$ cat src/rtl/mux8_rr_arbiter.sv
// mux8_rr_arbiter: round-robin owner of the 8-input forwarding mux with valid/ready qualification and stall timeout.
// Define ARB_LOCK_EN to add the lock port for burst re-grants.
module mux8_rr_arbiter #(
    parameter int unsigned TIMEOUT = 16
) (
    input  logic       clk,
    input  logic       rst_n,
    input  logic [7:0] req,
`ifdef ARB_LOCK_EN
    input  logic [7:0] lock,
`endif
    input  logic       out_ready,
    output logic [7:0] gnt,
    output logic [2:0] sel,
    output logic       mux_disable,
    output logic       out_valid,
    output logic       done,
    output logic       timeout
);
    typedef enum logic {IDLE, BUSY} state_t;
    state_t     state_q, state_d;
    logic [7:0] gnt_q, gnt_d, cnt_q, cnt_d;
    logic [2:0] sel_q, sel_d, ptr_q, ptr_d, nptr;
    logic       done_q, done_d, timeout_q, timeout_d, lock_hit, expire;
    logic [3:0] win_i, win_h;
    // {found, index} of the first set bit scanning p, p+1, ... with wrap
    function automatic logic [3:0] pick(input logic [7:0] r, input logic [2:0] p);
        logic [2:0] idx;
        pick = '0;
        for (int i = 7; i >= 0; i--) begin
            idx = p + 3'(i);
            if (r[idx]) pick = {1'b1, idx};
        end
    endfunction
`ifdef ARB_LOCK_EN
    assign lock_hit = lock[sel_q] & req[sel_q];
`else
    assign lock_hit = 1'b0;
`endif
    assign nptr   = sel_q + 3'd1;
    assign win_i  = pick(req, ptr_q);
    assign win_h  = pick(req, nptr);
    assign expire = (TIMEOUT != 0) && (cnt_q == 8'(TIMEOUT - 1));
    always_comb begin
        state_d   = state_q;
        gnt_d     = gnt_q;
        sel_d     = sel_q;
        ptr_d     = ptr_q;
        cnt_d     = cnt_q;
        done_d    = 1'b0;
        timeout_d = 1'b0;
        if (state_q == IDLE) begin
            if (win_i[3]) begin
                state_d = BUSY;
                sel_d   = win_i[2:0];
                gnt_d   = 8'b1 << win_i[2:0];
                cnt_d   = '0;
            end
        end else if (out_ready) begin
            done_d = 1'b1;
            cnt_d  = '0;
            if (!lock_hit) begin
                // the finished requester is scanned last from nptr, so it only wins when alone
                ptr_d = nptr;
                if (win_h[3]) begin
                    sel_d = win_h[2:0];
                    gnt_d = 8'b1 << win_h[2:0];
                end else begin
                    state_d = IDLE;
                    gnt_d   = '0;
                end
            end
        end else if (!req[sel_q]) begin
            state_d = IDLE;
            gnt_d   = '0;
        end else if (expire) begin
            timeout_d = 1'b1;
            ptr_d     = nptr;
            state_d   = IDLE;
            gnt_d     = '0;
        end else begin
            cnt_d = cnt_q + 8'd1;
        end
    end
    always_ff @(posedge clk or negedge rst_n) begin
        if (!rst_n) begin
            state_q   <= IDLE;
            gnt_q     <= '0;
            sel_q     <= '0;
            ptr_q     <= '0;
            cnt_q     <= '0;
            done_q    <= 1'b0;
            timeout_q <= 1'b0;
        end else begin
            state_q   <= state_d;
            gnt_q     <= gnt_d;
            sel_q     <= sel_d;
            ptr_q     <= ptr_d;
            cnt_q     <= cnt_d;
            done_q    <= done_d;
            timeout_q <= timeout_d;
        end
    end
    assign gnt         = gnt_q;
    assign sel         = sel_q;
    assign out_valid   = state_q == BUSY;
    assign mux_disable = state_q != BUSY;
    assign done        = done_q;
    assign timeout     = timeout_q;
endmodule

$ cat config.mk
export PLATFORM = sky130hd
export DESIGN_NAME = mux8_rr_arbiter
export DESIGN_NICKNAME = d
export VERILOG_FILES = /design/src/rtl/mux8_rr_arbiter.sv
export SDC_FILE = /design/constraint.sdc
export NUM_CORES = 1
export LEC_CHECK = 0
export ABC_AREA = 1
export CAP_MARGIN = 15
export CORE_MARGIN = 1
export CORE_UTILIZATION = 50
export CTS_CLUSTER_DIAMETER = 200
export CTS_CLUSTER_SIZE = 24
export DETAILED_ROUTE_END_ITERATION = 8
export HOLD_SLACK_MARGIN = 0.02
export PLACE_DENSITY = 0.71
export SLEW_MARGIN = 30
export SYNTH_ARGS = -nofsm -noshare
export SYNTH_HDL_FRONTEND = slang
export SYNTH_SLANG_ARGS = --single-unit
$ cat constraint.sdc
create_clock -name clk -period 3.2 [get_ports clk]
set_input_delay 0.96 -clock clk [delete_from_list [all_inputs] [get_ports clk]]
set_output_delay 0.96 -clock clk [all_outputs]
set_load 0.02 [all_outputs]
==> results_dict.tcl <==
set metrics [dict create \
    status "complete, no violations" \
    start_kind "flop" \
    end_kind "flop" \
    clk_path_buf_depth 2 \
    multiInputGateArea_sq_mm 0.00174 \
    nets 480 \
    worstPathArrival_ps 2980 \
    num_vias 2880 \
    r2r_slack_ps 380 \
    rsz0062_at_grt "no" \
    cp_slowest_stage_delay_ps 420 \
    worst_pin_slew_ps 388 \
    postCtsResizedCells 0 \
    grt.overflow.total 0 \
    wl_per_cell_um 12.7 \
    synthCells 440 \
    ff_latch_area_sq_um 626 \
    drt-pass1-iter-count 5 \
    setup_violations 0 \
    cts_setup_buffers 0 \
    antenna_left 0 \
    hold_viol 0 \
    synth.cell_area_sq_mm 0.00264 \
    ys_types 33 \
    start_util_pct 51.7 \
    tns_ps 0 \
    grt_max_degree 26 \
    hold_buffers 0 \
    fillers 534 \
    drc 0 \
    final_common_cell "nand2_1" \
    ys_async_sr_fraction_pct 100 \
    path_max_fanout 14 \
    min_period_over_period_pct 88.1 \
    r2r-end "gnt[0]" \
    worstPathRequired_ps 3360 \
    slew_violations 0 \
    worst-path-buf-inv 2 \
    drtIter0Drc 198 \
    top_layer_used "met4" \
    htree_levels 1 \
    cts-root-buf "clkbuf_8" \
    clock_skew_ps 3.24 \
    finalWirelength_mm 6.77 \
    grt_usage_pct 25.7 \
    maxCapViolations 0 \
    fmax_mhz 355 \
    dieWidth_um 74.7 \
    drt-met1-wl_mm 3.17 \
    cts_tree "done" \
    coreArea_sq_mm 0.00511 \
    clk_latency_ps 260 \
    synth_seq_cells 25 \
    area_growth_pct 12.6 \
    grt_pass1_wl_mm 11.1 \
    place_hpwl_mm 5.28 \
    clkTransAtPathRegs_ps 80 \
    min_from "cnt_q[7]" \
    seq_area_frac_synth_pct 23.7 \
    grt_pass1_vias 2497 \
    worstRegToRegCells 20 \
    synth.avg_cell_area_sq_um 6.00 \
    num_antenna_cells 0 \
    num_rows 26 \
    hp-class "flop to flop" \
    path_common_cell "nand2_1" \
    wl_met2_mm 3.19 \
    slew_headroom_pct 74.1 \
    layout_common_cells "nand2_1, nand3_1, inv_1" \
    crit_type "flop to flop" \
    clock_sinks 25 \
    final_layout_size_suffix_gt1_share_pct 11.0 \
    cts_buffers 3 \
    yosysWarnings 0 \
    syn_nets 456 \
    crit_family "simple AND/OR/NAND/NOR gates" \
    io_pins 26 \
    synth_edf_count 0 \
    fin_crit_ps 2820 \
    synth_ff_type "dfrtp_1" \
    path_cells "inv_2 > ha_1 > inv_1 > nand2_1 > nand2_1 > nand2_1 > a21oi_1 > nand2_1 > nand2_1 > nand2_1 > nand2_1 > nand2_1 > nand2_1 > nand2_1 > nand2_1 > nor2_4 > nand3_1 > nand2_1 > nand2_1 > nand2_1" \
    min_to "cnt_q[7]" \
    slowest_stage "ha_1" \
    holdPathStages 2 \
    die_area_sq_mm 0.00558 \
    io_buffers 25 \
    die-height_um 74.7 \
    vias_per_cell 5.40 \
    antenna_found_initial 0 \
    reg2reg_from "sel[0]" \
    met3_length_um 345 \
    gp_congestion 0.942 \
]
worst register-to-register path, stage by stage, from the launching register on:
cell,delay [ps]
dfrtp_1,390
inv_2,210
ha_1,420
inv_1,270
nand2_1,80
nand2_1,200
nand2_1,130
a21oi_1,160
nand2_1,60
nand2_1,60
nand2_1,40
nand2_1,50
nand2_1,40
nand2_1,60
nand2_1,50
nand2_1,200
nor2_4,60
nand3_1,80
nand2_1,50
nand2_1,50
nand2_1,50
layout make-up:
| type | count | share of cell area [%] |
|---|---|---|
| Sequential cell | 25 | 21.0 |
| Clock buffer | 4 | 1.52 |
| Multi-Input combinational cell | 355 | 58.5 |
| Tap cell | 70 | 2.95 |
| Timing Repair Buffer | 29 | 9.43 |
| Inverter | 50 | 6.57 |
synth_stat cells, types with 2 or more instances:
library cell,instances,share of area [%]
a21oi_1,14,2.7
o41ai_1,2,0.66
inv_2,7,0.99
dfrtp_1,25,24
a31oi_1,2,0.47
o21ai_1,9,1.7
nand4_1,6,1.4
buf_4,4,1.1
nand3_2,9,3.4
a21oi_2,2,0.66
nand2_1,178,25
xnor2_1,3,0.99
nand2_2,17,4.0
nor3_1,4,0.76
o22ai_1,3,0.71
ha_1,5,2.4
nand3_1,58,11
nor2_1,21,3.0
o21ai_0,9,1.7
nor2_4,3,1.3
buf_2,4,0.76
inv_1,41,5.8
xor2_1,4,1.3
logic make-up (layout without fill, tap and decap cells):
logic type / count (synthesis) / in the layout / synth area share, %
DFF: 25 / 25 / 23.7
buffers and inverters: 60 / 83 / 10.5
adders and majority gates: 5 / 5 / 2.37
AOI/OAI and AO/OA: 42 / 42 / 8.86
xor gates and xnor gates: 7 / 7 / 2.32
and+or+nand+nor: 301 / 301 / 52.3
routing by layer:
metal / vias up / track usage (%)
li1: 1457 / -
met1: 1315 / 33.9
met2: 102 / 44.9
met3: 6 / 2.28
met4: 0 / 7.34
met5: - / 0
state kept, by name, indices dropped and copies added (netlist names):
signal     count
timeout        1
cnt_q          8
done           1
gnt            8
sel            3
out_valid      1
ptr_q          3
metrics by stage:
stage / utilization, % / hold slack [ps] / std cells / setup WS [ps] / instance area (sq um)
floorplan: - / 446 / 440 / 736 / 2640
global placement: 57.3 / 465 / 529 / 162 / 2930
detailed placement: 57.3 / 473 / 529 / 196 / 2930
CTS: 58.2 / 494 / 533 / 370 / 2970
global route: 58.2 / 510 / 533 / 54.9 / 2970
finish: 58.2 / 494 / 533 / 382 / 2970
how the worst max path moves through the flow:
stage	from	end	slack, ps	cells after the start
2_1_floorplan	sel[0]	gnt[0]	740	21
3_3_place_gp	req[6]	gnt[7]	160	15
3_5_place_dp	req[6]	sel[0]	200	13
4_1_cts	sel[0]	gnt[0]	370	20
5_1_grt	sel[0]	gnt[3]	50	20
6_report	sel[0]	gnt[0]	380	20
Power is left out: the tool's default activity adds up to more than one toggle a clock period on the data nets, which glitch-free logic cannot reach.
